File: src/rtl/uart_echo_responder.sv
// rtl/uart_echo_responder.sv - far-end UART 8N1 echo responder with oversampled RX, echo FIFO and TX
//
// Receives 8N1 frames on rx with a 16x-oversampled, majority-voted receiver,
// queues good bytes in a small FIFO and retransmits them unchanged on tx.
//
// Ports:
//   clk        system clock, rising edge
//   rst        asynchronous active-high reset
//   rx         serial input (asynchronous, idles high)
//   echo_en    1 = push good bytes into the echo FIFO
//   tx_pause   1 = hold off starting a new TX frame
//   tx         serial output (registered, idles high)
//   rx_byte    last good received byte
//   rx_valid   1-clk pulse when rx_byte updates
//   frame_err  1-clk pulse on a bad stop bit
//   overflow   1-clk pulse when a good byte is dropped on a full FIFO
//   fifo_count current FIFO occupancy
//   tx_busy    high from FIFO pop until the end of the stop bit

module uart_echo_responder #(
  parameter int CLK_FREQ   = 100_000_000,
  parameter int BAUD_RATE  = 9600,
  parameter int OVERSAMPLE = 16,
  parameter int FIFO_DEPTH = 4
) (
  input  logic                        clk,
  input  logic                        rst,
  input  logic                        rx,
  input  logic                        echo_en,
  input  logic                        tx_pause,
  output logic                        tx,
  output logic [7:0]                  rx_byte,
  output logic                        rx_valid,
  output logic                        frame_err,
  output logic                        overflow,
  output logic [$clog2(FIFO_DEPTH):0] fifo_count,
  output logic                        tx_busy
);

  localparam int TICK_DIV = CLK_FREQ / (BAUD_RATE * OVERSAMPLE);
  localparam int TW       = (TICK_DIV > 1) ? $clog2(TICK_DIV) : 1;
  localparam int SW       = $clog2(OVERSAMPLE);
  localparam int AW       = $clog2(FIFO_DEPTH);
  localparam int CW       = AW + 1;

  localparam logic [TW-1:0] TICK_LAST = TW'(TICK_DIV - 1);
  localparam logic [SW-1:0] S_V0      = SW'(OVERSAMPLE / 2 - 1);
  localparam logic [SW-1:0] S_V1      = SW'(OVERSAMPLE / 2);
  localparam logic [SW-1:0] S_V2      = SW'(OVERSAMPLE / 2 + 1);
  localparam logic [SW-1:0] S_END     = SW'(OVERSAMPLE - 1);
  localparam logic [CW-1:0] FULL_CNT  = CW'(FIFO_DEPTH);

  typedef enum logic [2:0] {RX_IDLE, RX_START, RX_DATA, RX_STOP, RX_WAIT_HIGH} rx_state_e;
  typedef enum logic [1:0] {TX_IDLE, TX_START, TX_DATA, TX_STOP} tx_state_e;

  // Tick generator and input synchronizer
  logic [TW-1:0] tick_cnt_q;
  logic          tick;
  logic          rx_meta_q, rx_sync_q;

  assign tick = (tick_cnt_q == TICK_LAST);

  // Receiver state
  rx_state_e     rx_state_q, rx_state_d;
  logic [SW-1:0] rx_s_q, rx_s_d;
  logic [2:0]    rx_bit_q, rx_bit_d;
  logic [7:0]    rx_shift_q, rx_shift_d;
  logic [1:0]    rx_vote_q, rx_vote_d;      // samples taken at S_V0 and S_V1
  logic          rx_bitval_q, rx_bitval_d;  // voted value held until end of bit
  logic [7:0]    rx_byte_q, rx_byte_d;
  logic          rx_valid_q, rx_valid_d;
  logic          frame_err_q, frame_err_d;
  logic          rx_good;
  logic          majority;

  // Third vote is the live sample, so majority is only meaningful at S_V2.
  assign majority = (rx_vote_q[0] & rx_vote_q[1]) |
                    (rx_vote_q[0] & rx_sync_q)    |
                    (rx_vote_q[1] & rx_sync_q);

  // FIFO state
  logic [7:0]    fifo_mem [FIFO_DEPTH];
  logic [AW-1:0] wr_ptr_q, rd_ptr_q;
  logic [CW-1:0] count_q;
  logic          fifo_full, rx_push, do_push, tx_pop;
  logic          overflow_q, overflow_d;

  assign fifo_full  = (count_q == FULL_CNT);
  assign rx_push    = rx_good & echo_en;
  // A pop in the same clock frees the slot, so a full FIFO still accepts.
  assign do_push    = rx_push & (~fifo_full | tx_pop);
  assign overflow_d = rx_push & fifo_full & ~tx_pop;

  // Transmitter state
  tx_state_e     tx_state_q, tx_state_d;
  logic [SW-1:0] tx_s_q, tx_s_d;
  logic [2:0]    tx_bit_q, tx_bit_d;
  logic [7:0]    tx_shift_q, tx_shift_d;
  logic          tx_q, tx_d;
  logic          tx_busy_q, tx_busy_d;

  always_comb begin
    rx_state_d  = rx_state_q;
    rx_s_d      = rx_s_q;
    rx_bit_d    = rx_bit_q;
    rx_shift_d  = rx_shift_q;
    rx_vote_d   = rx_vote_q;
    rx_bitval_d = rx_bitval_q;
    rx_byte_d   = rx_byte_q;
    rx_valid_d  = 1'b0;
    frame_err_d = 1'b0;
    rx_good     = 1'b0;
    if (tick) begin
      if (rx_s_q == S_V0) rx_vote_d[0] = rx_sync_q;
      if (rx_s_q == S_V1) rx_vote_d[1] = rx_sync_q;
      if (rx_s_q == S_V2) rx_bitval_d  = majority;
      case (rx_state_q)
        RX_IDLE: begin
          if (!rx_sync_q) begin
            rx_state_d = RX_START;
            rx_s_d     = '0;
          end
        end
        RX_START: begin
          rx_s_d = rx_s_q + 1'b1;
          if (rx_s_q == S_END) begin
            rx_s_d     = '0;
            rx_bit_d   = '0;
            rx_state_d = rx_bitval_q ? RX_IDLE : RX_DATA;
          end
        end
        RX_DATA: begin
          rx_s_d = rx_s_q + 1'b1;
          if (rx_s_q == S_END) begin
            rx_s_d     = '0;
            rx_shift_d = {rx_bitval_q, rx_shift_q[7:1]};
            if (rx_bit_q == 3'd7) rx_state_d = RX_STOP;
            else                  rx_bit_d   = rx_bit_q + 1'b1;
          end
        end
        RX_STOP: begin
          rx_s_d = rx_s_q + 1'b1;
          // Decide mid stop bit so a start bit immediately following is not missed.
          if (rx_s_q == S_V2) begin
            if (majority) begin
              rx_byte_d  = rx_shift_q;
              rx_valid_d = 1'b1;
              rx_good    = 1'b1;
              rx_state_d = RX_IDLE;
            end else begin
              frame_err_d = 1'b1;
              rx_state_d  = RX_WAIT_HIGH;
            end
          end
        end
        RX_WAIT_HIGH: begin
          if (rx_sync_q) rx_state_d = RX_IDLE;
        end
        default: rx_state_d = RX_IDLE;
      endcase
    end
  end

  always_comb begin
    tx_state_d = tx_state_q;
    tx_s_d     = tx_s_q;
    tx_bit_d   = tx_bit_q;
    tx_shift_d = tx_shift_q;
    tx_d       = tx_q;
    tx_busy_d  = tx_busy_q;
    tx_pop     = 1'b0;
    if (tick) begin
      case (tx_state_q)
        TX_IDLE: begin
          if ((count_q != '0) && !tx_pause) begin
            tx_pop     = 1'b1;
            tx_shift_d = fifo_mem[rd_ptr_q];
            tx_busy_d  = 1'b1;
            tx_d       = 1'b0;
            tx_s_d     = '0;
            tx_state_d = TX_START;
          end
        end
        TX_START: begin
          tx_s_d = tx_s_q + 1'b1;
          if (tx_s_q == S_END) begin
            tx_s_d     = '0;
            tx_bit_d   = '0;
            tx_d       = tx_shift_q[0];
            tx_state_d = TX_DATA;
          end
        end
        TX_DATA: begin
          tx_s_d = tx_s_q + 1'b1;
          if (tx_s_q == S_END) begin
            tx_s_d = '0;
            if (tx_bit_q == 3'd7) begin
              tx_d       = 1'b1;
              tx_state_d = TX_STOP;
            end else begin
              tx_bit_d   = tx_bit_q + 1'b1;
              tx_shift_d = {1'b0, tx_shift_q[7:1]};
              tx_d       = tx_shift_q[1];
            end
          end
        end
        TX_STOP: begin
          tx_s_d = tx_s_q + 1'b1;
          if (tx_s_q == S_END) begin
            tx_s_d     = '0;
            tx_busy_d  = 1'b0;
            tx_state_d = TX_IDLE;
          end
        end
        default: tx_state_d = TX_IDLE;
      endcase
    end
  end

  always_ff @(posedge clk or posedge rst) begin
    if (rst) begin
      tick_cnt_q  <= '0;
      rx_meta_q   <= 1'b1;
      rx_sync_q   <= 1'b1;
      rx_state_q  <= RX_IDLE;
      rx_s_q      <= '0;
      rx_bit_q    <= '0;
      rx_shift_q  <= '0;
      rx_vote_q   <= '0;
      rx_bitval_q <= 1'b0;
      rx_byte_q   <= '0;
      rx_valid_q  <= 1'b0;
      frame_err_q <= 1'b0;
      overflow_q  <= 1'b0;
      wr_ptr_q    <= '0;
      rd_ptr_q    <= '0;
      count_q     <= '0;
      tx_state_q  <= TX_IDLE;
      tx_s_q      <= '0;
      tx_bit_q    <= '0;
      tx_shift_q  <= '0;
      tx_q        <= 1'b1;
      tx_busy_q   <= 1'b0;
    end else begin
      tick_cnt_q  <= tick ? '0 : tick_cnt_q + 1'b1;
      rx_meta_q   <= rx;
      rx_sync_q   <= rx_meta_q;
      rx_state_q  <= rx_state_d;
      rx_s_q      <= rx_s_d;
      rx_bit_q    <= rx_bit_d;
      rx_shift_q  <= rx_shift_d;
      rx_vote_q   <= rx_vote_d;
      rx_bitval_q <= rx_bitval_d;
      rx_byte_q   <= rx_byte_d;
      rx_valid_q  <= rx_valid_d;
      frame_err_q <= frame_err_d;
      overflow_q  <= overflow_d;
      if (do_push) wr_ptr_q <= wr_ptr_q + 1'b1;
      if (tx_pop)  rd_ptr_q <= rd_ptr_q + 1'b1;
      case ({do_push, tx_pop})
        2'b10:   count_q <= count_q + 1'b1;
        2'b01:   count_q <= count_q - 1'b1;
        default: count_q <= count_q;
      endcase
      tx_state_q  <= tx_state_d;
      tx_s_q      <= tx_s_d;
      tx_bit_q    <= tx_bit_d;
      tx_shift_q  <= tx_shift_d;
      tx_q        <= tx_d;
      tx_busy_q   <= tx_busy_d;
    end
  end

  // Data storage needs no reset; occupancy is governed by the pointers.
  always_ff @(posedge clk) begin
    if (do_push) fifo_mem[wr_ptr_q] <= rx_shift_q;
  end

  assign tx         = tx_q;
  assign tx_busy    = tx_busy_q;
  assign rx_byte    = rx_byte_q;
  assign rx_valid   = rx_valid_q;
  assign frame_err  = frame_err_q;
  assign overflow   = overflow_q;
  assign fifo_count = count_q;

endmodule
File: config.mk
export PLATFORM = sky130hd
export DESIGN_NAME = uart_echo_responder
export DESIGN_NICKNAME = d
export VERILOG_FILES = /design/src/rtl/uart_echo_responder.sv
export SDC_FILE = /design/constraint.sdc
export NUM_CORES = 1
export LEC_CHECK = 0
export CAP_MARGIN = 20
export CORE_MARGIN = 1.5
export CORE_UTILIZATION = 48
export DETAILED_ROUTE_END_ITERATION = 10
export PLACE_DENSITY = 0.66
export SLEW_MARGIN = 30
export SYNTH_ARGS = -nofsm -noshare
export SYNTH_HDL_FRONTEND = slang
export SYNTH_SLANG_ARGS = --single-unit
File: constraint.sdc
create_clock -name clk -period 3.23 [get_ports clk]
set_input_delay 0.646 -clock clk [delete_from_list [all_inputs] [get_ports clk]]
set_output_delay 0.646 -clock clk [all_outputs]
set_load 0.05 [all_outputs]
## After elaboration in Yosys (flattened, before gate mapping)

Memory sizes are Yosys's and may differ from the RTL's.
Index checks and enable logic that the tools add are counted.
Widths: inputs -> output; s select.

| word-level totals | value |
|---|---|
| register bits after elaboration | 70 |
| bits in latches | 0 |
| RAM bits | 32 |
| bits in read-only memories | 0 |
| input bits | 5 |
| output and inout bits | 16 |
| word-level logic and storage cells | 160 |
| memories | 1 |

Memory list:

| memory | words | width | rd ports | clocked after Yosys merged registers in | write ports | RTL line | source |
|---|---|---|---|---|---|---|---|
| fifo_mem | 4 | 8 | 1 | 0 | 1 | 82 | `logic [7:0] fifo_mem [FIFO_DEPTH];` |

| cells by class | value |
|---|---|
| $add $sub $neg | 9 |
| multiply operators | 0 |
| divide/modulo/power cells | 0 |
| $lt $le $gt $ge | 0 |
| equal/unequal tests | 31 |
| shifts and indexed selects | 0 |
| muxes and demuxes | 56 |
| bitwise logic cells | 12 |
| reduce and logical (&&, ||, !) cells | 28 |

Operators by type and width:

| operator | number |
|---|---|
| $mux 3 | 13 |
| $ne 2x2->1 const B | 13 |
| $mux 8 | 3 |
| $reduce_and 5->1 | 4 |
| $mux 1 | 19 |
| $pmux 3 s2 | 3 |
| $eq 4x4->1 const B | 4 |
| $mux 4 | 4 |
| $pmux 8 s2 | 1 |
| $pmux 3 s5 | 1 |
| $eq 3x3->1 const B | 4 |
| $mux 2 | 6 |
| $pmux 4 s3 | 1 |
| $add 10x1->10 const B | 1 |
| $eq 10x10->1 const B | 1 |
| $mux 10 | 1 |
| $reduce_bool 2->1 | 5 |
| $add 3x1->3 const B | 3 |
| $reduce_bool 3->1 | 3 |
| $add 4x1->4 const B | 2 |
| $pmux 2 s4 | 1 |
| $pmux 4 s2 | 1 |
| $reduce_and 2->1 | 4 |
| $reduce_and 4->1 | 2 |
| 21 further kinds | 36 |

## Depth between registers and ports, before layout

Gate-level depths: netlist of run 1.

| logic depth | value |
|---|---|
| word-level depth | 11 |
| gate-level depth with buffers | 10 |
| depth with buffers taken out | 10 |

## Worst setup path after synthesis of run 1

No wires, ideal clock.

| timing path | value |
|---|---|
| path kind | register to register |
| from | register tick_cnt_q[5] |
| to | register count_q[1] (netlist: fifo_count[1]) |
| library setup time | 0.125 ns |
| arrival | 2.578 ns |
| data required time | 3.105 ns |
| setup slack | 0.527 ns |
| stages on the path, launching flop included | 7 |
| path buffers | 0 |
| period minus slack after synthesis | 2.703 ns |
| path through | dfrtp_1 > or4b_4 > or4_4 > or2_4 > nor2_1 > fa_1 > mux2_4 |

| on the way | value |
|---|---|
| word-level cells in the longest chain between the ends | 6 |
| elaborated cells on any way between the ends | 10 |
| those cells by class | eq/ne: 3; mux: 3; bitwise: 3; reduce/logical: 1 |

Ends and longest elaborated chain:

| element | RTL line | source |
|---|---|---|
| start: declaration | 57 | `logic [TW-1:0] tick_cnt_q;` |
| start signal: assignment | 245 | `tick_cnt_q <= tick ? '0 : tick_cnt_q + 1'b1;` |
| $eq 10x10->1 (*) | 61 | `assign tick = (tick_cnt_q == TICK_LAST);` |
| $mux 1, on equally long branches | 113, 172 |  |
| $and 1x1->1 or $or 1x1->1 (tied branches) | 89, 91 |  |
| $and 1x1->1 | 91 | `assign do_push = rx_push & (~fifo_full \| tx_pop);` |
| $eq 2x1->1 or $eq 2x2->1 (tied branches) | 260 | `case ({do_push, tx_pop})` |
| $pmux 3 s2 or $reduce_bool 2->1 (tied branches) | -- |  |
| end signal: assignment | 261 | `2'b10: count_q <= count_q + 1'b1;` |
| end signal: assignment | 262 | `2'b01: count_q <= count_q - 1'b1;` |
| end signal: assignment | 263 | `default: count_q <= count_q;` |
| end: declaration | 84 | `logic [CW-1:0] count_q;` |

Every way passes the cells marked *; elsewhere a longest branch is shown, timed or not.
A chain may end at the register's enable or synchronous reset.

## Worst setup path after layout of run 1

Same ends and word-level chain as after synthesis.

==> reports/results.txt, run 1 <==
status -> finished clean
final setup margin -> 409 ps
Slew Limit Fails -> 0
Sink Count -> 102
fin util -> 56.2%
Post-synth EDFFs -> 32
Fillers -> 782
clk slew on worst S/H paths -> 110 ps
Post-CTS Setup Repair Bufs -> 0
WP data required -> 3500 ps
most common cell in the synthesized netlist -> dfrtp_1
core area -> 9280 sq um
hold crit path type -> reg2reg
Rel. slew slack -> 52.4%
fmax -> 0.354 GHz
top cell type's share of synthesized area -> 36.2%
gr usage total -> 16.7%
WL final -> 7.64 mm
worst-skew pair later-pin latency -> 370 ps
clock buffer depth -> 2
Yosys reg bits -> 102
vias per std cell -> 5.31
Power, Total -> 2.18 mW
Detail Route Antenna Nets -> 0
Most used DFF post-synth -> dfrtp_1
Worst path max stage delay -> 590 ps
initial antenna violation count -> 0
Starting DRT DRC Count -> 169
Hold Buf Count CTS -> 0
TNS Setup -> 0 ps
Worst setup EP type -> flip-flop
Netlist Area Pre-Place -> 4630 sq um
leak pwr -> 2.24 nW
row count -> 35
CTS tree -> built
vias in the first global route -> 2767
post-synth net total -> 387
Least-Margin Pin Slew -> 714 ps
CP delay by family, top -> simple AND/OR/NAND/NOR gates
slowest CP cell -> or4b_4
total gr overflow -> 0
H-tree levels -> 3
post-synthesis sequential area ratio -> 58.7%
Syn Area/Cell -> 12.8 sq um
Post-synth top cells -> dfrtp_1 (67), nand2_1 (35), edfxtp_1 (32)
crit path capture -> fifo_count[1]
Root Driver -> clkbuf_8
largest area contributor in the netlist -> dfrtp_1
Worst path depth -> 6
number of diodes -> 0
top post-synthesis cells by area -> dfrtp_1 (36%), edfxtp_1 (21%), mux2_2 (5.4%)
routability cong. -> 0.816
Buf/Inv on CP -> 0
grt met2 use -> 26.2%
pin count of the biggest net entering global routing -> 71
post-CTS sizing -> 0
VDD IR max -> 0.000262 V
R2R cell count -> 6
Net count, final -> 413
critical path class -> reg2reg
GR Util met3 -> 3.80%
via count -> 2770
power density cells -> 417 nW/um^2
WP data arrival -> 3090 ps
worst-path fanout max -> 5
clk_skew -> 13.4 ps
Final period util -> 87.3%
asr flop ratio synth -> 68.6%
minimum clock period -> 2820 ps
met1 usage -> 23.6%
die area -> 10200 sq um
CP cell instances -> or4b_4 -> or4_4 -> or2_4 -> nor2_1 -> fa_1 -> mux2_4
number of top-level pins -> 21
RSZ-0062 raised after global routing -> no
IO buf count -> 20
Initial Utilization -> 49.9%
first-pass GRT wire length -> 13.3 mm
MaxCap Viol Count -> 0
post-DP HPWL -> 5.36 mm
Cells after Synth -> 362
# DRC -> 0
CTS Buf Count -> 9
Hold Fails Final Rpt -> 0
worst reg2reg setup slack -> 410 ps
drt pass-1 iters -> 4
critical path startpoint -> tick_cnt_q[5]
pre-CTS WS -> 317 ps
Area Overhead vs Synth -> 12.7%
setup violators final -> 0
gr busiest metal -> met2
die height -> 101 um
Critical Path Start Type -> flip-flop
RR Startpoint -> tick_cnt_q[5]
Synth cell types -> 51
Synth Warn # -> 0
Die W -> 101 um
post-DR wirelength/cell -> 14.6 um
ratio of cells with drive above 1 in the final layout -> 16.3%
reg2reg end -> fifo_count[1]
[metal layers]
metal	vias up	part of all wire, %
li1	1362	-
met1	1356	48
met2	50	48
met3	2	4.2
met4	0	0.41
met5	-	0
[layout make-up]
class	instances	area, sq um	area share (%)
flip-flops and latches	102	2720	52.1
multi-input cells	236	1820	34.9
repair buffers	25	250	4.80
well taps	129	161	3.10
clock buffers	9	124	2.38
clock inverters	7	88.8	1.70
inverters	14	52.6	1.01
[registers in the layout, indices dropped and copies added (netlist names), 3 cells and up]
register / cells
rx_bit_q: 3
rx_byte: 8
rx_s_q: 4
fifo_count: 3
fifo_mem: 32
tx_shift_q: 8
tick_cnt_q: 10
rx_shift_q: 8
tx_s_q: 4
rx_state_q: 3
tx_bit_q: 3
[kinds of logic (layout without fill, tap and decap cells)]
family / count (synthesis) / count (layout) / synth area share [%]
and+or+nand+nor: 110 / 110 / 12.8
AOI/OAI and AO/OA: 53 / 53 / 6.87
buffers and inverters: 24 / 55 / 1.95
DFF: 102 / 102 / 58.7
muxes: 39 / 39 / 11.4
xor gates and xnor gates: 13 / 13 / 2.46
adders and majority gates: 21 / 21 / 5.79
[where the power goes]
| part | internal (mW) | total (mW) | switching [mW] |
|---|---|---|---|
| sequential | 1.33 | 1.33 | 0.000889 |
| combinational | 0.00770 | 0.0272 | 0.0195 |
| clock | 0.320 | 0.821 | 0.501 |
[per-stage QoR]
step                cells  cell area [sq um]  hold slack, ps
CTS                   522               5220             364
finish                522               5220             362
detailed placement    506               5000             348
global placement      506               5000             347
floorplan             362               4630             345
global route          522               5220             366
[worst min-delay path by stage]
stage                         start         to  cells after the start
final                     rx_meta_q  rx_sync_q                      0
after global routing      rx_meta_q  rx_sync_q                      0
after CTS                 rx_meta_q  rx_sync_q                      0
after detailed placement  rx_meta_q  rx_sync_q                      0
after global placement    rx_meta_q  rx_sync_q                      0
after floorplan           rx_meta_q  rx_sync_q                      0
[cells in the final DEF, fill, tap and decap left out, types with 6 or more instances in the layout]
master / count
nand2_1: 35
clkbuf_8: 9
edfxtp_1: 32
a21oi_1: 8
mux2i_1: 7
nand3_1: 16
o21ai_0: 27
clkdlybuf4s50_1: 20
nand2b_1: 8
nor2_1: 13
xnor2_1: 9
mux4_2: 8
mux2_2: 22
inv_1: 13
dfrtp_1: 67
ha_1: 19
o31ai_1: 6
and3_1: 6
(Power assumes the default switching activity.)
==> run 2: changes to the inputs <==
Settings changed: ABC_AREA from default to 0.
==> results of run 2 <==
The final DEF is identical to that of run 1; final timing and power are the same.
